File: src/rtl/seq_div_if.sv
// rtl/seq_div_if.sv - start/valid handshake and operand/result bundle for seq_div
interface seq_div_if #(
    parameter int WA = 12,
    parameter int WB = 6
);
    logic          start;
    logic [WA-1:0] a;
    logic [WB-1:0] b;
    logic [WA-1:0] q;
    logic [WB-1:0] r;
    logic          busy;
    logic          valid;
    logic          dz;

    modport master (
        output start, a, b,
        input  q, r, busy, valid, dz
    );

    modport slave (
        input  start, a, b,
        output q, r, busy, valid, dz
    );
endinterface

File: src/rtl/seq_div.sv
// rtl/seq_div.sv - iterative restoring divider, one quotient bit per clock MSB first; SEQ_DIV_SIGNED_EN selects two's-complement operands
module seq_div #(
    parameter int WA = 12,
    parameter int WB = 6
) (
    input  logic      clk,
    input  logic      rst,
    seq_div_if.slave  bus
);
    localparam int CW = $clog2(WA);

    typedef enum logic [1:0] {
        IDLE = 2'd0,
        RUN  = 2'd1,
        DONE = 2'd2
    } state_t;

    state_t        state;
    state_t        state_nx;

    logic [WA-1:0] dvd;
    logic [WA-1:0] quo;
    logic [WB-1:0] dsr;
    logic [WB-1:0] rem;
    logic [CW-1:0] cnt;
    logic [WA-1:0] q_reg;
    logic [WB-1:0] r_reg;
    logic          dz_reg;

    logic [WB:0]   p;
    logic          ge;
    logic [WB-1:0] diff;
    logic [WB-1:0] rem_nx;
    logic [WA-1:0] quo_nx;
    logic [WA-1:0] q_fin;
    logic [WB-1:0] r_fin;
    logic [WA-1:0] a_mag;
    logic [WB-1:0] b_mag;
    logic          last;
    logic          b_zero;

    assign last   = (cnt == '0);
    assign b_zero = (bus.b == '0);

    // One restoring step: p is the (WB+1)-bit partial remainder. When p >= divisor
    // the true difference is below the divisor, so a WB-bit subtraction is exact.
    assign p      = {rem, dvd[WA-1]};
    assign ge     = (p >= {1'b0, dsr});
    assign diff   = p[WB-1:0] - dsr;
    assign rem_nx = ge ? diff : p[WB-1:0];
    assign quo_nx = {quo[WA-2:0], ge};

`ifdef SEQ_DIV_SIGNED_EN
    logic sa;
    logic sb;

    // Divide magnitudes; the most-negative value maps onto its unsigned magnitude.
    assign a_mag = bus.a[WA-1] ? (WA'(0) - bus.a) : bus.a;
    assign b_mag = bus.b[WB-1] ? (WB'(0) - bus.b) : bus.b;
    // Truncate toward zero: quotient sign from both operands, remainder follows dividend.
    assign q_fin = (sa ^ sb) ? (WA'(0) - quo_nx) : quo_nx;
    assign r_fin = sa ? (WB'(0) - rem_nx) : rem_nx;
`else
    assign a_mag = bus.a;
    assign b_mag = bus.b;
    assign q_fin = quo_nx;
    assign r_fin = rem_nx;
`endif

    // State register.
    always_ff @(posedge clk) begin
        if (rst) begin
            state <= IDLE;
        end else begin
            state <= state_nx;
        end
    end

    // Next-state: start is only looked at outside RUN; zero divisor short-cuts to DONE.
    always_comb begin
        state_nx = state;
        case (state)
            IDLE, DONE: begin
                if (bus.start) begin
                    state_nx = b_zero ? DONE : RUN;
                end
            end
            RUN: begin
                if (last) begin
                    state_nx = DONE;
                end
            end
            default: state_nx = IDLE;
        endcase
    end

    // Datapath: operand capture on accept, one shift/subtract per RUN edge, result load.
    always_ff @(posedge clk) begin
        if (rst) begin
            dvd    <= '0;
            quo    <= '0;
            dsr    <= '0;
            rem    <= '0;
            cnt    <= '0;
            q_reg  <= '0;
            r_reg  <= '0;
            dz_reg <= 1'b0;
`ifdef SEQ_DIV_SIGNED_EN
            sa     <= 1'b0;
            sb     <= 1'b0;
`endif
        end else begin
            case (state)
                IDLE, DONE: begin
                    if (bus.start) begin
                        if (b_zero) begin
                            q_reg  <= '1;
                            r_reg  <= '0;
                            dz_reg <= 1'b1;
                        end else begin
                            dvd <= a_mag;
                            dsr <= b_mag;
                            rem <= '0;
                            quo <= '0;
                            cnt <= CW'(WA - 1);
`ifdef SEQ_DIV_SIGNED_EN
                            sa  <= bus.a[WA-1];
                            sb  <= bus.b[WB-1];
`endif
                        end
                    end
                end
                RUN: begin
                    dvd <= {dvd[WA-2:0], 1'b0};
                    rem <= rem_nx;
                    quo <= quo_nx;
                    cnt <= cnt - 1'b1;
                    if (last) begin
                        q_reg  <= q_fin;
                        r_reg  <= r_fin;
                        dz_reg <= 1'b0;
                    end
                end
                default: ;
            endcase
        end
    end

    assign bus.q     = q_reg;
    assign bus.r     = r_reg;
    assign bus.dz    = dz_reg;
    assign bus.busy  = (state == RUN);
    assign bus.valid = (state == DONE);
endmodule

File: src/flat_wrapper.sv
// flat-port wrapper written by rule: the top's interface ports become plain ports
module seq_div_flat 
#(
    parameter int WA = 12,
    parameter int WB = 6
)
  (clk, rst, bus_start, bus_a, bus_b, bus_q, bus_r, bus_busy, bus_valid, bus_dz);
  seq_div_if #(.WA(WA), .WB(WB)) bus_i ();
  input  logic clk;
  input  logic rst;
  input wire logic [$bits(bus_i.start)-1:0] bus_start;
  input wire logic [$bits(bus_i.a)-1:0] bus_a;
  input wire logic [$bits(bus_i.b)-1:0] bus_b;
  output wire logic [$bits(bus_i.q)-1:0] bus_q;
  output wire logic [$bits(bus_i.r)-1:0] bus_r;
  output wire logic [$bits(bus_i.busy)-1:0] bus_busy;
  output wire logic [$bits(bus_i.valid)-1:0] bus_valid;
  output wire logic [$bits(bus_i.dz)-1:0] bus_dz;
  assign bus_i.start = bus_start;
  assign bus_i.a = bus_a;
  assign bus_i.b = bus_b;
  assign bus_q = bus_i.q;
  assign bus_r = bus_i.r;
  assign bus_busy = bus_i.busy;
  assign bus_valid = bus_i.valid;
  assign bus_dz = bus_i.dz;
  seq_div #(.WA(WA), .WB(WB)) u_core (.clk(clk), .rst(rst), .bus(bus_i));
endmodule
File: config.mk
export PLATFORM = sky130hd
export DESIGN_NAME = seq_div_flat
export DESIGN_NICKNAME = d
export VERILOG_FILES = /design/src/rtl/seq_div_if.sv /design/src/rtl/seq_div.sv /design/src/flat_wrapper.sv
export SDC_FILE = /design/constraint.sdc
export NUM_CORES = 1
export LEC_CHECK = 0
export CORE_MARGIN = 3
export CORE_UTILIZATION = 48
export CTS_CLUSTER_SIZE = 12
export DETAILED_ROUTE_END_ITERATION = 8
export PLACE_DENSITY = 0.75
export SYNTH_ARGS = -nofsm -noshare
export SYNTH_HDL_FRONTEND = slang
export SYNTH_SLANG_ARGS = --single-unit
File: constraint.sdc
create_clock -name clk -period 1.7 [get_ports clk]
set_input_delay 0.255 -clock clk [delete_from_list [all_inputs] [get_ports clk]]
set_output_delay 0.255 -clock clk [all_outputs]
set_load 0.01 [all_outputs]
==> Word-level counts from Yosys, hierarchy flattened <==
Index checks and enable logic that the tools add are counted.
{ "op_classes": {"bitwise": 1, "reduce_logical": 9, "n_lt_le_gt_ge": 1, "n_eq_ne": 6, "n_addsub": 2, "muxes": 29} }
{ "ops": {"columns": ["cell", "count"], "rows": [
  ["12-bit 2-to-1 mux", 5],
  ["12-bit case mux with 2 select lines", 2],
  ["6-bit 2-to-1 mux", 6],
  ["6-bit case mux with 2 select lines", 2],
  ["11-bit 2-to-1 mux", 2],
  ["11-bit case mux with 2 select lines", 1],
  ["4-bit 2-to-1 mux", 2],
  ["4-bit case mux with 2 select lines", 1],
  ["7-bit by 6-bit greater-or-equal comparator with 1-bit output", 1],
  ["6-bit zero test", 1],
  ["2-bit 2-to-1 mux", 3],
  ["3-bit AND reduction", 2],
  ["6-bit subtractor", 1],
  ["4-bit zero test", 1],
  ["2-bit by 1-bit inequality test with 1-bit output, second input constant", 2],
  ["2-bit inequality test, second input constant", 2],
  ["2-bit case mux with 2 select lines", 1],
  ["4-bit AND reduction", 1],
  ["4-bit by 1-bit subtractor with 4-bit output, second input constant", 1],
  ["1-bit 2-to-1 mux", 3],
  ["2-bit by 1-bit equality test with 1-bit output, second input constant", 1],
  ["2-bit equality test, second input constant", 1],
  ["2-bit zero test", 1],
  ["1-bit case mux with 2 select lines", 1],
  ["4 further kinds", 4]
]} }
{ "word_totals": {"reg_bits": 60, "out_inout_bits": 21, "in_bits": 21} }

==> Logic depth before layout (Yosys ltp) <==
Gate-level depths: netlist of the first run.
{ "depth": {"depth_word": 4, "mapped_depth": 9, "ltp_nobuf": 9} }

==> Worst setup path after synthesis of the first run <==
Ideal clock, no wire load.
{ "synth_path": {"kind": "register -> register", "startpoint": "register u_core.dvd[11]", "endpoint": "register u_core.r_reg[4] (netlist: u_core.bus.r[4])", "arrival_time_ns": 1.715, "stages_incl_launch_ff": 10, "path_slack_ns": -0.100, "period_less_slack_ns": 1.800, "setup_time_ns": 0.086, "path_cell_list": "dfxtp_1 -> inv_1 -> ha_1 -> inv_1 -> fa_1 -> a21o_1 -> a21oi_1 -> xnor2_1 -> a31oi_1 -> a211oi_1"} }
{ "synth_via": {"elab_chain_cells": 4} }
{ "synth_lines": {"columns": ["item", "line_no", "source"], "rows": [
  ["start: declaration", "seq_div.sv:21", "logic [WA-1:0] dvd;"],
  ["start signal: assignment", "seq_div.sv:121", "dvd <= a_mag;"],
  ["start signal: assignment", "seq_div.sv:134", "dvd <= {dvd[WA-2:0], 1'b0};"],
  ["6-bit subtractor or 7-bit by 6-bit greater-or-equal comparator with 1-bit output (tied branches)", "seq_div.sv:49, seq_div.sv:48", null],
  ["6-bit 2-to-1 mux *", "seq_div.sv:50", "assign rem_nx = ge ? diff : p[WB-1:0];"],
  ["6-bit 2-to-1 mux *", "seq_div.sv:138", "if (last) begin"],
  ["6-bit case mux with 2 select lines *", "seq_div.sv:113", "case (state)"],
  ["end signal: assignment", "seq_div.sv:140", "r_reg <= r_fin;"],
  ["end: declaration", "seq_div.sv:27", "logic [WB-1:0] r_reg;"]
]} }
Mark *: on every way between the ends. The rest lies on a longest branch, timed or not. The select of a mux whose other input is x is not followed.
A chain may end at the register's enable or synchronous reset.

==> Worst setup path in the final report of the first run <==
Same ends and word-level chain as after synthesis.

==> results of run 1 <==
where the power goes:
part	internal, mW	leakage [nW]	switching (mW)	total (mW)
logic	0.635	0.970	0.590	1.23
registers	1.52	0.492	0.0750	1.59
clock network	0.676	0.0962	0.571	1.25
total	2.83	1.56	1.24	4.07
cell families (layout without fill, tap and decap cells):
| kind of cell | Yosys count | in the layout |
|---|---|---|
| mux | 4 | 4 |
| compound gates | 82 | 82 |
| fa+ha+maj | 9 | 9 |
| flops | 60 | 60 |
| simple gates | 123 | 123 |
| xor+xnor | 5 | 5 |
| buf+inv | 35 | 118 |
metal layers:
metal  share of wire  vias to the layer above
met4           0.015                        0
met3           0.040                        9
met2            0.50                       52
met5               0                        -
li1                -                     1275
met1            0.45                     1204
timing repair:
item / CTS / global route
gates cloned: 0 / 1
setup buffers: 4 / 3
gates resized for setup: 27 / 19
pin swaps: 14 / 10
setup endpoints to repair: 16 / 20
how the worst max path moves through the flow:
| stage | endpoint | slack, ns |
|---|---|---|
| 5_1_grt | u_core.bus.r[4] | -0.23 |
| 4_1_cts | u_core.bus.r[4] | -0.11 |
| 3_5_place_dp | u_core.bus.q[0] | -0.30 |
| 3_3_place_gp | u_core.cnt[3] | -0.25 |
| 6_report | u_core.bus.r[4] | -0.15 |
| 2_1_floorplan | u_core.bus.r[4] | -0.03 |
cells in the mapped netlist (2+ instances only):
master / n
a211oi_1: 14
nand2b_1: 2
a21o_1: 3
a21oi_1: 18
nand3_1: 3
clkbuf_1: 12
a311oi_1: 11
a22o_1: 2
xor2_1: 2
a311oi_2: 2
nor2b_1: 4
nand2_1: 42
o2bb2ai_1: 2
nor3_1: 3
a31oi_1: 2
dfxtp_1: 60
buf_12: 2
a211oi_2: 2
inv_1: 11
nor2_1: 59
ha_1: 8
a221oi_1: 2
mux2i_1: 4
o21ai_0: 3
buf_6: 3
buf_2: 5
a22oi_1: 11
xnor2_1: 3
o31ai_1: 2
or2_2: 2
layout make-up:
cell class | count | area, um^2 | share of cell area
Sequential cell | 60 | 1210 | 0.306
Timing Repair Buffer | 90 | 845 | 0.214
Inverter | 12 | 47.5 | 0.0121
Tap cell | 70 | 87.6 | 0.0222
Clock inverter | 6 | 65.1 | 0.0165
Clock buffer | 10 | 128 | 0.0324
Multi-Input combinational cell | 223 | 1560 | 0.396
tightest hold or removal path, cell delays in order:
cell,delay [ns]
dlymetal6s2s_1,0.16
nand2_1,0.08
a21oi_1,0.05
per-stage QoR:
step                      TNS (ns)  total power [mW]  cell area [um^2]  setup WS [ns]
final                       -0.439              4.07              3950         -0.147
after global routing         -1.39              4.26              3950         -0.235
after CTS                   -0.260              3.97              3790         -0.113
after detailed placement    -11.33              2.63              3480         -0.297
after global placement       -9.55              2.61              3480         -0.250
after floorplan            -0.0312              2.24              2780        -0.0312
==> flow_metrics.env, run 1 <==
export IMPL_synth_compound_area_frac=0.230
export IMPL_ys_ff_latch=60
export IMPL_grt_overflow=0
export IMPL_gr_usage_met2=0.368
export IMPL_cts_tree="built"
export IMPL_r2r_start="u_core.dvd[11]"
export IMPL_fmax_mhz=541
export IMPL_row_count=26
export IMPL_hold_start="bus_b[1]"
export IMPL_path_clk_slew_ns=0.07
export IMPL_synthToLayoutAreaGrowth_pct=42.8
export IMPL_core_area_um2=5340
export IMPL_crit_fanout=2
export IMPL_vias=2540
export IMPL_timing_critical_path_buf_inv=2
export IMPL_period_needed_ns=1.85
export IMPL_syn_nets=348
export IMPL_maxCapViolCount=0
export IMPL_crit_top_cell="inv_2"
export IMPL_start_util=0.518
export IMPL_synthArstFlopShare=0
export IMPL_slowest_delay_ns=0.35
export IMPL_synth_cells=318
export IMPL_power_density_nw_per_um2=1030
export IMPL_clock_sinks=60
export IMPL_wl_per_cell_um=14.8
export IMPL_mostFrequentLayoutCell="nor2_1"
export IMPL_avgSynthCellArea_um2=8.69
export IMPL_synth_top_family_by_area="compound AO/OA/AOI/OAI gates"
export IMPL_hold_depth=3
export IMPL_grt_setup_unrepaired="true"
export IMPL_cts_buffers=9
export IMPL_seq_area_frac_synth=0.435
export IMPL_layoutNonFillerInstCount=471
export IMPL_violations="negative setup slack"
export IMPL_critPathRequiredTime_ns=1.96
export IMPL_first_pass_iters=4
export IMPL_place_congestion=0.842
export IMPL_clk_latency_ns=0.34
export IMPL_root_buffer="clkbuf_8"
export IMPL_htreeDepth=3
export IMPL_synthTopCellsByArea="dfxtp_1 (43%), nor2_1 (8.0%), nand2_1 (5.7%), a211oi_1 (3.8%), ha_1 (3.6%)"
export IMPL_route_final_wire_length_um=6970
export IMPL_clockBufferDepth=2
export IMPL_worstPathArrival_ns=2.11
export IMPL_status="complete, but fails checks"
export IMPL_first_iter_violations=109
export IMPL_grt_pass1_wl_um=11000
export IMPL_path_depth=9
export IMPL_p_leak_nw=1.56
export IMPL_tightestPinTransition_ns=0.417
export IMPL_yosys_area_share_xor_xnor=0.0159
export IMPL_yosys_area_top_type="dfxtp_1"
export IMPL_antenna_cells=0
export IMPL_setup_ws_ns=-0.147
export IMPL_die_area_um2=6700
export IMPL_grt_usage=0.214
export IMPL_final_core_util=0.739
export IMPL_dp_hpwl_um=4430
export IMPL_antenna_found_initial=0
export IMPL_synth_cell_type_count=49
export IMPL_die_w_um=81.9
export IMPL_relSlewSlack=0.722
export IMPL_slew_viol_final=0
export IMPL_muxShareOfSynthArea=0.0145
export IMPL_path_class="register to register"
export IMPL_synth_main_ff_cell="dfxtp_1"
export IMPL_final_cell_mix="nor2_1 (59), dfxtp_1 (54), buf_4 (43)"
export IMPL_met3_usage=0.0570
export IMPL_drc_errors=0
export IMPL_dp_cells=447
export IMPL_ctsHoldBuffers=0
export IMPL_worstSetupStartpointType="register"
export IMPL_nets=426
export IMPL_reg2reg_setup_slack_ns=-0.15
export IMPL_synth_simple_area_share=0.192
export IMPL_worst_hold_path_type="input pin to register"
export IMPL_use_met1=0.249
export IMPL_cp_startpoint="u_core.dvd[11]"
export IMPL_slowest_stage="fa_2"
export IMPL_hold_ws_ns=0.248
export IMPL_synth_top_area_frac=0.435
export IMPL_critPathTopFamily="compound AO/OA/AOI/OAI gates"
export IMPL_skew_ns=0.00828
export IMPL_grt_max_degree=50
export IMPL_synth_edf_count=0
export IMPL_syn_area_um2=2760
export IMPL_port_buffers=41
export IMPL_vias_per_cell=5.39
export IMPL_fill_cells=396
export IMPL_drive_above_1_share=0.289
export IMPL_die_y_um=81.9
export IMPL_irDropWorstVdd_mv=0.776
export IMPL_ys_warn_count=0
export IMPL_final_antenna_net_count=0
export IMPL_cp_end_kind="register"
export IMPL_synth_adder_area_share=0.0435
export IMPL_hold_violations=0
export IMPL_ios=42
export IMPL_grt_pass1_vias=2431
export IMPL_reg2regPathDepth=9
export IMPL_finalCritPeriodShare=1.09
export IMPL_finalSetupViolCount=9
export IMPL_r2r_end="u_core.bus.r[4]"
export IMPL_path_cells="inv_2, ha_4, inv_2, fa_2, a21o_1, a21oi_2, xnor2_2, a31oi_2, a211oi_2"
export IMPL_gr_max_usage_layer="met2"
export IMPL_hold_end="u_core.dsr[1]"
Note: power is estimated with default switching activity, not from simulation.
==> run 2: changes to the inputs <==
Settings changed: CTS_CLUSTER_SIZE 12 to default, HOLD_SLACK_MARGIN from default to 0.15, REMOVE_ABC_BUFFERS from default to 1.
==> run 2 against run 1 <==
Effect of this change:
- the flow still finishes with violations (negative setup slack)
- count of clock-buffer cells in the layout stayed put
- global-route usage increased by 2.0 points
- clock skew grew 0.0069 ns
- die area is the same
- combinational power increased by 4%
- non-clock buffer count up 11
- register-to-register slack got worse by 0.02 ns
- via count increased by 5.0%
- hold slack about the same
- core utilization is 2.1 points higher
- final cell count increased by 2.3%
- critical path type unchanged
- critical endpoint unchanged
- largest power group unchanged
==> flow_metrics.env, run 2 (synthesized netlist as in run 1, its figures left out) <==
export IMPL_grt_setup_unrepaired="true"
export IMPL_wl_met2_um=3700
export IMPL_die_y_um=81.9
export IMPL_mostFrequentLayoutCell="nor2_1"
export IMPL_start_util=0.518
export IMPL_relSlewSlack=0.703
export IMPL_layoutNonFillerInstCount=482
export IMPL_vias_per_cell=5.54
export IMPL_vias=2668
export IMPL_wl_per_cell_um=15.6
export IMPL_maxCapViolCount=0
export IMPL_hold_start="bus_b[1]"
export IMPL_port_buffers=41
export IMPL_cp_end_kind="register"
export IMPL_cp_startpoint="u_core.dvd[11]"
export IMPL_worstSetupStartpointType="register"
export IMPL_irDropWorstVdd_mv=0.831
export IMPL_crit_fanout=2
export IMPL_die_w_um=81.9
export IMPL_dp_hpwl_um=4460
export IMPL_path_clk_slew_ns=0.08
export IMPL_nets=437
export IMPL_fmax_mhz=536
export IMPL_die_area_um2=6700
export IMPL_tightestPinTransition_ns=0.445
export IMPL_dp_cells=450
export IMPL_met3RoutedLength_um=349
export IMPL_final_core_util=0.760
export IMPL_core_area_um2=5340
export IMPL_row_count=26
export IMPL_final_cell_mix="nor2_1 (58), buf_4 (54), dfxtp_1 (50)"
export IMPL_worst_hold_path_type="input pin to register"
export IMPL_wl_met1_um=3270
export IMPL_grt_pass1_vias=2557
export IMPL_root_buffer="clkbuf_8"
export IMPL_first_iter_violations=178
export IMPL_first_pass_iters=5
export IMPL_grt_pass1_wl_um=11900
export IMPL_ios=42
export IMPL_skew_ns=0.0152
export IMPL_top_layer="met4"
export IMPL_setup_ws_ns=-0.166
export IMPL_r2r_start="u_core.dvd[11]"
export IMPL_antenna_found_initial=0
export IMPL_clock_sinks=60
export IMPL_hold_violations=0
export IMPL_power_density_nw_per_um2=1070
export IMPL_hold_ws_ns=0.248
export IMPL_finalSetupViolCount=13
export IMPL_p_leak_nw=1.63
export IMPL_antenna_cells=0
export IMPL_grt_usage=0.233
export IMPL_grt_overflow=0
export IMPL_path_class="register to register"
export IMPL_finalCritPeriodShare=1.10
export IMPL_htreeDepth=3
export IMPL_slew_viol_final=0
export IMPL_violations="negative setup slack"
export IMPL_drive_above_1_share=0.330
export IMPL_grt_max_degree=40
export IMPL_cts_tree="built"
export IMPL_period_needed_ns=1.87
export IMPL_route_final_wire_length_um=7530
export IMPL_synthToLayoutAreaGrowth_pct=46.8
export IMPL_final_antenna_net_count=0
export IMPL_drc_errors=0
export IMPL_status="complete, but fails checks"
export IMPL_clockBufferDepth=2
export IMPL_clk_latency_ns=0.34
export IMPL_worstPathArrival_ns=2.11
export IMPL_place_congestion=0.835
export IMPL_cts_buffers=9
export IMPL_critPathRequiredTime_ns=1.94
export IMPL_pre_cts_ws_ns=-0.368
-- run 2: changes by cell type in the layout (fill, tap and decap cells not counted), sizes merged --
cell,delta
buf,+12
bufinv,+1
clkbuf,-1
clkdlybuf4s50,-3
clkinvlp,-1
dlymetal6s2s,+3
-- run 2: path summary, 6_finish.rpt --
kind	end	slack [ns]	cells after the start
max	u_core.bus.r[4]	-0.17	9
min	u_core.dsr[1]	0.25	3
max reg2reg	u_core.bus.r[4]	-0.17	9
min reg2reg	u_core.dsr[1]	0.46	2
-- run 2: through the flow --
| step | TNS, ns | instance area (um^2) | total power, mW |
|---|---|---|---|
| floorplan | -24.20 | 2620 | 2.14 |
| global placement | -9.11 | 3480 | 2.60 |
| detailed placement | -14.06 | 3480 | 2.62 |
| CTS | -0.266 | 3900 | 4.18 |
| global route | -1.51 | 4060 | 4.53 |
| finish | -0.739 | 4060 | 4.34 |
-- run 2: cell type report --
class | instances | area [um^2]
inverters | 12 | 47.5
flip-flops and latches | 60 | 1210
repair buffers | 101 | 912
well taps | 70 | 87.6
clock inverters | 6 | 87.6
clock buffers | 10 | 138
fillers | 363 | 1280
multi-input cells | 223 | 1570
-- run 2: critical path: stages (launching register included) --
cell and delay (ns):
dfxtp_2 0.32, inv_2 0.08, ha_4 0.14, inv_2 0.04
fa_2 0.36, a21o_1 0.19, a21oi_2 0.16, xnor2_1 0.14
a31oi_1 0.13, a211oi_1 0.23
-- run 2: report_power, final --
part	internal [mW]	total [mW]	switching, mW
combinational	0.662	1.28	0.619
sequential	1.52	1.60	0.0762
clock	0.866	1.47	0.601
-- run 2: layer usage --
layer | vias up | global-route usage
met5 | - | 0
met4 | 0 | 0.103
met3 | 23 | 0.0537
met2 | 75 | 0.397
met1 | 1280 | 0.279
li1 | 1290 | -
-- run 2: what timing repair did --
item,4_1_cts,5_1_grt
hold endpoints to repair,0,0
pin swaps,15,12
buffers inserted,14,5
hold buffers,0,0
gates resized for setup,29,35
endpoints found under the setup margin,20,41
==> run 3: changes to the inputs <==
Settings changed: CORE_UTILIZATION 48 to 53, PLACE_DENSITY 0.75 to 0.79.
Clock period 1.7 ns to 1.9 ns, I/O delays scaled along.
==> run 3 against run 2 <==
Effect of this change:
- the flow now finishes without violations
- first-iteration DRC count down 37%
- hold slack better by 0.10 ns
- non-clock buffer count down 36
- final area down 10%
- sequential power down 11%
- largest power group unchanged
- highest routed layer unchanged
==> flow_metrics.env, run 3 (synthesized netlist as in run 1, its figures left out) <==
export IMPL_status="complete, no violations"
export IMPL_cts_tree="built"
export IMPL_total_power_mw=3.48
export IMPL_die_area_um2=6110
export IMPL_grt_pass1_wl_um=10500
export IMPL_dp_hpwl_um=4260
export IMPL_crit_fanout=2
export IMPL_grt_pass1_vias=2297
export IMPL_vias=2426
export IMPL_synthToLayoutAreaGrowth_pct=31.7
export IMPL_finalSetupViolCount=0
export IMPL_ios=42
export IMPL_path_class="register to register"
export IMPL_ctsHoldBuffers=0
export IMPL_drc_errors=0
export IMPL_path_clk_slew_ns=0.07
export IMPL_path_cells="inv_2, ha_4, inv_2, fa_2, a21o_1, a21oi_2, xnor2_1, a31oi_2, a211oi_2"
export IMPL_crit_top_cell="inv_2"
export IMPL_worst_hold_path_type="input pin to register"
export IMPL_nets=401
export IMPL_die_w_um=78.2
export IMPL_htreeDepth=3
export IMPL_drive_above_1_share=0.205
export IMPL_antenna_cells=0
export IMPL_grt_overflow=0
export IMPL_mostFrequentLayoutCell="nor2_1"
export IMPL_route_final_wire_length_um=6210
export IMPL_slowest_stage="fa_2"
export IMPL_clock_sinks=60
export IMPL_irDropWorstVdd_mv=0.546
export IMPL_grt_max_degree=40
export IMPL_start_util=0.566
export IMPL_final_cell_mix="nor2_1 (59), dfxtp_1 (55), nand2_1 (42)"
export IMPL_critPathTopFamily="compound AO/OA/AOI/OAI gates"
export IMPL_grt_setup_unrepaired="true"
export IMPL_grt_usage=0.217
export IMPL_skew_ns=0.0107
export IMPL_relSlewSlack=0.725
export IMPL_wl_per_cell_um=14.0
export IMPL_setup_ws_ns=0.0396
export IMPL_pre_cts_ws_ns=-0.192
export IMPL_slew_viol_final=0
export IMPL_die_y_um=78.2
export IMPL_first_iter_violations=113
export IMPL_period_needed_ns=1.86
export IMPL_port_buffers=41
export IMPL_final_antenna_net_count=0
export IMPL_cp_end_kind="register"
export IMPL_final_core_util=0.745
export IMPL_clk_latency_ns=0.34
export IMPL_power_density_nw_per_um2=956
export IMPL_worstPathArrival_ns=2.12
export IMPL_worstSetupStartpointType="register"
export IMPL_timing_critical_path_buf_inv=2
export IMPL_clockBufferDepth=2
export IMPL_maxCapViolCount=0
export IMPL_hold_violations=0
export IMPL_row_count=25
export IMPL_first_pass_iters=4
export IMPL_place_congestion=0.799
export IMPL_finalCritPeriodShare=0.979
export IMPL_root_buffer="clkbuf_8"
export IMPL_antenna_found_initial=0
export IMPL_tightestPinTransition_ns=0.413
export IMPL_critPathRequiredTime_ns=2.16
export IMPL_core_area_um2=4880
export IMPL_vias_per_cell=5.48
export IMPL_cts_buffers=9
export IMPL_fmax_mhz=538
export IMPL_slowest_delay_ns=0.36
export IMPL_p_leak_nw=1.37
export IMPL_fill_cells=372
-- run 3: changes by cell type in the layout (fill, tap and decap cells not counted), sizes merged --
cell | previous run | this run
bufinv | 2 | 1
dlymetal6s2s | 4 | 0
dlygate4sd2 | 2 | 0
clkinvlp | 0 | 2
inv | 12 | 11
clkdlybuf4s50 | 34 | 40
buf | 61 | 25
-- run 3: per-layer routing --
| layer | wire length [um] | up-vias | GRT usage |
|---|---|---|---|
| met1 | 2770 | 1140 | 0.265 |
| li1 | - | 1219 | - |
| met2 | 3030 | 56 | 0.359 |
| met3 | 284 | 11 | 0.0688 |
| met4 | 119 | 0 | 0.0769 |
| met5 | 0 | - | 0 |
-- run 3: worst paths after layout --
path                   from         endpoint  slack, ns  depth (start not counted)
max          u_core.dvd[11]  u_core.bus.r[4]       0.04                          9
min                     rst    u_core.quo[0]       0.35                          2
max reg2reg  u_core.dvd[11]  u_core.bus.r[4]       0.04                          9
min reg2reg   u_core.dsr[3]    u_core.dsr[3]       0.47                          2
-- run 3: cell type report --
class                   instances  area [um^2]  area share
clock buffers                  10          138      0.0378
multi-input cells             223         1460       0.401
repair buffers                 65          636       0.175
clock inverters                 6         63.8      0.0175
inverters                      12         50.0      0.0138
flip-flops and latches         60         1210       0.332
well taps                      67         83.8      0.0230
-- run 3: power breakdown --
part | switching (mW) | internal [mW] | total [mW]
clock network | 0.507 | 0.638 | 1.14
logic | 0.468 | 0.444 | 0.911
registers | 0.0628 | 1.36 | 1.42
-- run 3: repair_timing --
| action | 4_1_cts | 5_1_grt |
|---|---|---|
| resized for setup | 3 | 24 |
| pin swaps | 3 | 10 |
| gates cloned | 0 | 0 |
| buffers inserted | 0 | 1 |
| setup endpoints to repair | 8 | 14 |
-- run 3: stage by stage --
step / std cells / instance area [um^2] / hold WS, ns / TNS, ns
floorplan: 295 / 2620 / 0.350 / -15.92
detailed placement: 426 / 3330 / 0.451 / -2.47
global placement: 426 / 3330 / 0.444 / -0.832
finish: 443 / 3640 / 0.348 / 0
global route: 443 / 3640 / 0.377 / -0.103
CTS: 442 / 3540 / 0.327 / 0
